$ cat config.mk
export PLATFORM = sky130hd
export DESIGN_NAME = mult_div_unit
export DESIGN_NICKNAME = d
export VERILOG_FILES = /design/src/rtl/mult_div_unit.sv
export SDC_FILE = /design/constraint.sdc
export NUM_CORES = 1
export LEC_CHECK = 0
export CAP_MARGIN = 10
export CORE_UTILIZATION = 40
export CTS_CLUSTER_DIAMETER = 200
export CTS_CLUSTER_SIZE = 14
export DETAILED_ROUTE_END_ITERATION = 10
export GPL_TIMING_DRIVEN = 0
export SETUP_SLACK_MARGIN = 0.3
export SLEW_MARGIN = 20
export SYNTH_ARGS = -nofsm -noshare
export SYNTH_HDL_FRONTEND = slang
export SYNTH_SLANG_ARGS = --single-unit
$ cat constraint.sdc
create_clock -name clk -period 9.1 [get_ports clk]
set_clock_uncertainty 0.15 [all_clocks]
set_input_delay 1.82 -clock clk [delete_from_list [all_inputs] [get_ports clk]]
set_output_delay 1.82 -clock clk [all_outputs]
set_load 0.02 [all_outputs]
$ cat src/rtl/mult_div_unit.sv
// Iterative MULT/MULTU/DIV/DIVU unit; results land in HI/LO after WIDTH RUN cycles plus a FIX cycle.
// Define MDU_DIV_EN to build the restoring divider; without it divide ops complete as no-ops.
module mult_div_unit #(
    parameter int WIDTH = 32
) (
    input  logic             clk,
    input  logic             rst,
    input  logic [WIDTH-1:0] a,
    input  logic [WIDTH-1:0] b,
    input  logic [1:0]       op,
    input  logic             start,
    output logic             busy,
    output logic             done,
    output logic [WIDTH-1:0] hi,
    output logic [WIDTH-1:0] lo,
    output logic             div_by_zero
);
    localparam int CW = $clog2(WIDTH);
    localparam logic [1:0] S_IDLE = 2'd0;
    localparam logic [1:0] S_RUN  = 2'd1;
    localparam logic [1:0] S_FIX  = 2'd2;
    localparam logic [CW-1:0] LAST = CW'(WIDTH - 1);

    logic [1:0]         state;
    logic [CW-1:0]      cnt;
    logic               is_div_q;
    logic               neg_res;
    logic [WIDTH-1:0]   opnd;
    logic [2*WIDTH-1:0] acc;
    logic [WIDTH-1:0]   hi_q;
    logic [WIDTH-1:0]   lo_q;
    logic               dbz_q;

    logic               a_neg;
    logic               b_neg;
    logic [WIDTH-1:0]   a_mag;
    logic [WIDTH-1:0]   b_mag;
    logic [WIDTH:0]     mul_sum;
    logic [2*WIDTH-1:0] prod;
    logic               early_fix;
    logic [WIDTH-1:0]   res_hi;
    logic [WIDTH-1:0]   res_lo;
    logic               res_dbz;

    // Signed ops run the unsigned core on magnitudes; the sign is restored in FIX.
    assign a_neg = ~op[0] & a[WIDTH-1];
    assign b_neg = ~op[0] & b[WIDTH-1];
    assign a_mag = a_neg ? -a : a;
    assign b_mag = b_neg ? -b : b;

    assign mul_sum = {1'b0, acc[2*WIDTH-1:WIDTH]} + {1'b0, (acc[0] ? opnd : {WIDTH{1'b0}})};

`ifdef MDU_DIV_EN
    logic [WIDTH-1:0] a_q;
    logic [WIDTH-1:0] rem;
    logic             neg_rem;
    logic             zero_div;
    logic [WIDTH:0]   div_shift;
    logic [WIDTH-1:0] div_diff;
    logic             div_ok;

    // The shifted partial remainder is WIDTH+1 bits; the difference fits WIDTH bits whenever it is kept.
    assign div_shift = {rem, acc[WIDTH-1]};
    assign div_ok    = div_shift >= {1'b0, opnd};
    assign div_diff  = div_shift[WIDTH-1:0] - opnd;
    assign early_fix = is_div_q & zero_div;
`else
    assign early_fix = is_div_q;
`endif

    always_comb begin
        prod    = neg_res ? -acc : acc;
        res_hi  = prod[2*WIDTH-1:WIDTH];
        res_lo  = prod[WIDTH-1:0];
        res_dbz = 1'b0;
        if (is_div_q) begin
`ifdef MDU_DIV_EN
            if (zero_div) begin
                res_hi  = a_q;
                res_lo  = '1;
                res_dbz = 1'b1;
            end else begin
                res_lo = neg_res ? -acc[WIDTH-1:0] : acc[WIDTH-1:0];
                res_hi = neg_rem ? -rem : rem;
            end
`else
            res_hi = hi_q;
            res_lo = lo_q;
`endif
        end
    end

    assign busy        = (state == S_RUN);
    assign done        = (state == S_FIX);
    assign hi          = done ? res_hi : hi_q;
    assign lo          = done ? res_lo : lo_q;
    assign div_by_zero = done ? res_dbz : dbz_q;

    // FIX commits the corrected result and doubles as an accept slot for back-to-back ops.
    always_ff @(posedge clk) begin
        if (rst) begin
            state    <= S_IDLE;
            cnt      <= '0;
            is_div_q <= 1'b0;
            neg_res  <= 1'b0;
            opnd     <= '0;
            acc      <= '0;
            hi_q     <= '0;
            lo_q     <= '0;
            dbz_q    <= 1'b0;
        end else begin
            if (state == S_FIX) begin
                hi_q  <= res_hi;
                lo_q  <= res_lo;
                dbz_q <= res_dbz;
            end
            case (state)
                S_RUN: begin
                    if (early_fix) begin
                        state <= S_FIX;
                    end else begin
                        if (cnt == LAST) state <= S_FIX;
                        cnt <= cnt + 1'b1;
`ifdef MDU_DIV_EN
                        if (is_div_q) acc <= {acc[2*WIDTH-1:WIDTH], acc[WIDTH-2:0], div_ok};
                        else          acc <= {mul_sum, acc[WIDTH-1:1]};
`else
                        acc <= {mul_sum, acc[WIDTH-1:1]};
`endif
                    end
                end
                default: begin
                    state <= S_IDLE;
                    if (start) begin
                        state    <= S_RUN;
                        cnt      <= '0;
                        is_div_q <= op[1];
                        neg_res  <= a_neg ^ b_neg;
                        if (op[1]) begin
                            opnd <= b_mag;
                            acc  <= {{WIDTH{1'b0}}, a_mag};
                        end else begin
                            opnd <= a_mag;
                            acc  <= {{WIDTH{1'b0}}, b_mag};
                        end
                    end
                end
            endcase
        end
    end

`ifdef MDU_DIV_EN
    always_ff @(posedge clk) begin
        if (rst) begin
            a_q      <= '0;
            rem      <= '0;
            neg_rem  <= 1'b0;
            zero_div <= 1'b0;
        end else if (state != S_RUN) begin
            if (start) begin
                a_q      <= a;
                rem      <= '0;
                neg_rem  <= a_neg;
                zero_div <= op[1] && (b == '0);
            end
        end else if (is_div_q && !zero_div) begin
            rem <= div_ok ? div_diff : div_shift[WIDTH-1:0];
        end
    end
`endif

endmodule

### Word level (Yosys, flattened, before mapping)

Index checks and enable logic that the tools add are counted.

* bits in registers: 170
* bits of input ports: 69
* output and inout bits: 67
* word-level logic and storage cells: 48

* $add $sub $neg: 5
* equal/unequal tests: 5
* mux-type cells: 21
* bitwise gates (word level): 5
* reductions and logical operators: 3

Operator list (number)
* $mux 32: 9
* $mux 64: 4
* $neg 32->32: 2
* $neg 64->64: 1
* $add 32x32->33: 1
* $mux 5: 3
* $mux 2: 3
* $add 5x1->5 const B: 1
* $eq 5x5->1 const B: 1
* $reduce_and 2->1: 2
* $ne 3x1->1 const B: 1
* $and 1x1->1: 2
* $eq 2x1->1 const B: 1
* $eq 2x2->1 const B: 1
* $mux 1: 2
* $ne 2x2->1 const B: 1
* $not 1->1: 2
* $reduce_bool 2->1: 1
* $xor 1x1->1: 1

### Logic depth before layout (Yosys ltp)

Gate-level depths: netlist of run 1.

* depth after elaboration: 6
* gate-level depth with buffers: 13
* mapped depth without buffers: 11

### Least setup slack after synthesis of run 1

OpenSTA, ideal clock, no wires.

* path type: register to output
* start point: register acc[7]
* end point: output port hi[0]
* arrival: 2.463 ns
* data required time: 7.130 ns
* setup slack: 4.667 ns
* cell stages (with the launch flop): 9
* buffers on the path: 1
* path through: dfxtp_1 > or4_4 > or3_1 > buf_6 > nor2_2 > nand4_1 > o41ai_1 > xor2_1 > a21oi_1

* cells in the longest elaborated chain, start to end: 4

RTL lines
* start, declared: RTL line 29 `logic [2*WIDTH-1:0] acc;`
* start signal, assigned: RTL line 128 `acc <= {mul_sum, acc[WIDTH-1:1]};`
* start signal, assigned: RTL line 141 `acc <= {{WIDTH{1'b0}}, a_mag};`
* start signal, assigned: RTL line 144 `acc <= {{WIDTH{1'b0}}, b_mag};`
* $neg 64->64: RTL line 72 `prod = neg_res ? -acc : acc;`
* $mux 64: RTL line 72
* $mux 32: RTL line 76 `if (is_div_q) begin`
* $mux 32
* end, declared: RTL line 14 `output logic [WIDTH-1:0] hi,`

No other way between the ends.

### Worst setup path in the final report of run 1

* start point: register acc[2]
* end point: output port hi[28]

The elaborated chain is that of the path after synthesis.

==> reports/qor.csv, run 1 <==
metric;value;unit
setup repair after global routing missed its margin;no;
Critical Path End;hi[28];
Final Worst Setup Slack;3.272;ns
category of the most critical setup path;flop to primary output;
library cell contributing the largest single delay on the critical path;o41ai_4;
Core Footprint;28090;sq um
fraction of layout instances using a drive strength above 1;0.03883;
share of the yosys chip area belonging to registers;0.2953;
initial cell density of the core;0.4104;
depth of the worst register-to-register path;13;
clock sink count;170;
Crit path max-delay family;simple AND/OR/NAND/NOR gates;
biggest fanout along the worst timing path;7;
initial detailed-routing violation count;1057;
number of buffers inserted by post-CTS setup repair;0;
DR DRC count;0;
setup slack of the worst register-to-register path;4.72;ns
maximum vdd drop;137.1;uV
power density of the placed cells;142.1;nW/um^2
final critical-path share of the clock period;0.6405;
number of H-tree branching levels;4;
clock buffer count from CTS;17;
Clock Pin Slew Worst Setup and Hold Paths;0.07;ns
TritonCTS clock tree;built;
startpoint type of the worst setup path;flop;
count of cells resized by post-cts repair;0;
GR Overflow Total;0;
arrival time at the worst endpoint;3.86;ns
Worst-Margin Slew;0.8924;ns
Final TNS setup;0;ns
launching element of the worst setup path;acc[2]$_SDFFE_PP0P_;
# fillers;2911;
MaxCap Viol Count;0;
post-route non-filler standard cell count;2052;
static leakage power;0.005237;uW
number of antenna cells inserted;0;
flip-flop and latch count after synthesis;170;
buffers added on ports;135;
FF-to-FF End;acc[61]$_SDFFE_PP0P_;
number of rows in the core area;61;
Final Setup Violations;0;
worst rel slew slack;0.4051;
total wire length after detailed routing;40270;um
number of antenna violations at the first check in global routing;0;
maximum root-to-sink buffer count;2;
routability cong.;0.9502;
I/O pin count;136;
Final ANT Viol Nets;0;
area growth from synthesis to layout;21.18;%
total design power;1985;uW
global-route wire length before repair;61290;um
Vias;11866;
width of the die;171.8;um
Final Critical Period;5.828;ns
root buffer cell;clkbuf_16;
Die H;171.8;um
Fmax achieved;171.6;MHz
Syn Std Cell Area;11530;sq um
commonest non-fill, non-tap cells in the layout;nand2_1, dfxtp_1, clkdlybuf4s50_1, o21ai_0, a21oi_1;
first-pass detailed-route iteration total;6;
biggest cell delay along the critical path;0.72;ns
DP HPWL;31910;um
worst-skew pair later-pin latency;0.44;ns
final-report hold violation count;0;
final std cell area, no fill;13970;sq um
result of the run;finished, final reports clean;
GRT Resource Usage Total;0.2732;
vias per cell;5.783;
Mean Syn Cell Area;7.648;sq um
data required time at the worst endpoint;7.13;ns
commonest register cell after synthesis;dfxtp_1;
number of synthesized flops with an enable pin;0;
Setup Slack @ Placement;3.806;ns
via count of the first global-routing pass;10755;
crit path cell chain;clkbuf_1, nor4_1, nand3b_1, o41ai_4, nand3_1, xnor2_1, o21ai_1, clkdlybuf4s50_1;
hold buffer count at cts;0;
number of buffers and inverters on the critical path;2;
path type of the worst min-delay path;flop to flop;
Placement Cell Area;13350;sq um
crit path capture type;primary output;
count of warnings emitted by yosys;0;
maximum number of pins on one net before global-route repair;17;
Total Die Area;29500;sq um
launch point of the worst reg-to-reg path;acc[0]$_SDFFE_PP0P_;
instance count of the mapped netlist;1507;
count of nets after finishing;1768;
count of different cell masters after synthesis;76;
post-placement cell count;2020;
Synth Net Count;1614;
proportion of synthesized flip-flops having asynchronous set or reset;0;
Crit. path cell count;8;
max-slew violations;0;
Routed wire per std cell;19.62;um
[report_power, final]
part / switching [uW] / leakage (uW) / total, uW / internal, uW
clock: 340 / 0.000294 / 779 / 439
combinational: 253 / 0.00356 / 396 / 143
sequential: 37.0 / 0.00138 / 810 / 773
[metrics by stage]
| step | utilization | hold slack (ns) |
|---|---|---|
| after CTS | 0.4971 | 0.3023 |
| after detailed placement | 0.4753 | 0.2936 |
| after floorplan | - | 0.2667 |
| after global placement | 0.4753 | 0.2868 |
| after global routing | 0.4973 | 0.3227 |
| final | 0.4973 | 0.3025 |
[kinds of logic after synthesis]
group	synth area share
simple gates	0.2446
compound gates	0.2586
flops	0.2953
xor+xnor	0.1071
buf+inv	0.04212
fa+ha+maj	0.04190
mux	0.01042
[registers in the layout (all words and copies together) (netlist names)]
signal     flops
cnt            5
state          2
acc           64
lo_q          32
opnd          32
neg_res        1
early_fix      1
hi_q          32
dbz_q          1
[synthesized netlist by cell type, types with 11 or more instances]
master / count / area (sq um)
dfxtp_1: 170 / 3403
nand2_1: 170 / 638.1
o21ai_0: 112 / 560.5
a21oi_1: 109 / 545.5
nor2_1: 108 / 405.4
and2_1: 99 / 619.3
clkbuf_1: 85 / 319.1
xor2_1: 77 / 674.4
xnor2_1: 64 / 560.5
nor3_1: 38 / 190.2
ha_1: 37 / 462.9
nand3_1: 33 / 165.2
a22oi_1: 30 / 225.2
inv_1: 29 / 108.9
o31ai_1: 25 / 187.7
o41ai_1: 22 / 192.7
a31oi_1: 21 / 131.4
o211ai_1: 17 / 127.6
o21ai_1: 17 / 85.08
or3_1: 17 / 106.4
nand4_1: 16 / 100.1
mux2i_1: 12 / 120.1
or4_1: 12 / 90.09
a21o_1: 11 / 82.58
nand2b_1: 11 / 68.82
[metal layers]
| metal | track usage | part of all wire |
|---|---|---|
| met1 | 0.3899 | 0.47 |
| met2 | 0.4233 | 0.44 |
| met3 | 0.03175 | 0.067 |
| met4 | 0.09119 | 0.025 |
| met5 | 0 | 0 |
[final cells by class]
cell class | instances | area, sq um | share of cell area
Clock buffer | 18 | 429.2 | 0.03073
Inverter | 31 | 116.4 | 0.008331
Multi-Input combinational cell | 1211 | 7642 | 0.5472
Timing Repair Buffer | 135 | 1351 | 0.09675
Sequential cell | 170 | 3403 | 0.2437
Buffer | 95 | 369.1 | 0.02643
Tap cell | 378 | 473.0 | 0.03386
Clock inverter | 14 | 182.7 | 0.01308
[worst min-delay path: cells and delay by family (launching register included)]
kind | cells | cell delay, ns
and+or+nand+nor | 1 | 0.05
DFF | 1 | 0.31
AOI/OAI and AO/OA | 1 | 0.05
[worst min-delay path by stage]
stage,to,startpoint,cells past startpoint,slack [ns]
after global placement,opnd[2]$_SDFFE_PP0P_,opnd[2]$_SDFFE_PP0P_,2,0.29
after detailed placement,opnd[14]$_SDFFE_PP0P_,opnd[14]$_SDFFE_PP0P_,2,0.29
final,opnd[14]$_SDFFE_PP0P_,opnd[14]$_SDFFE_PP0P_,2,0.30
after CTS,opnd[5]$_SDFFE_PP0P_,opnd[5]$_SDFFE_PP0P_,2,0.30
after floorplan,opnd[23]$_SDFFE_PP0P_,opnd[23]$_SDFFE_PP0P_,2,0.27
after global routing,hi_q[16]$_SDFF_PP0_,hi_q[16]$_SDFF_PP0_,2,0.32
No activity file was read; power rests on OpenSTA's default activity.
==> run 2: changes to the inputs <==
clock period = 5.85 ns   (was 9.1 ns; I/O delays follow)
==> results of run 2 <==
Same layout as run 1 (identical final DEF). Status: finished, final reports clean.
Among the figures that moved: setup slack after placement 3.806 ns -> 1.206 ns; setup slack after layout 3.272 ns -> 0.6716 ns; register-to-register setup slack 4.72 ns -> 1.47 ns; total power 1985 uW -> 3088 uW; worst IR drop on VDD 137.1 uV -> 213.3 uV
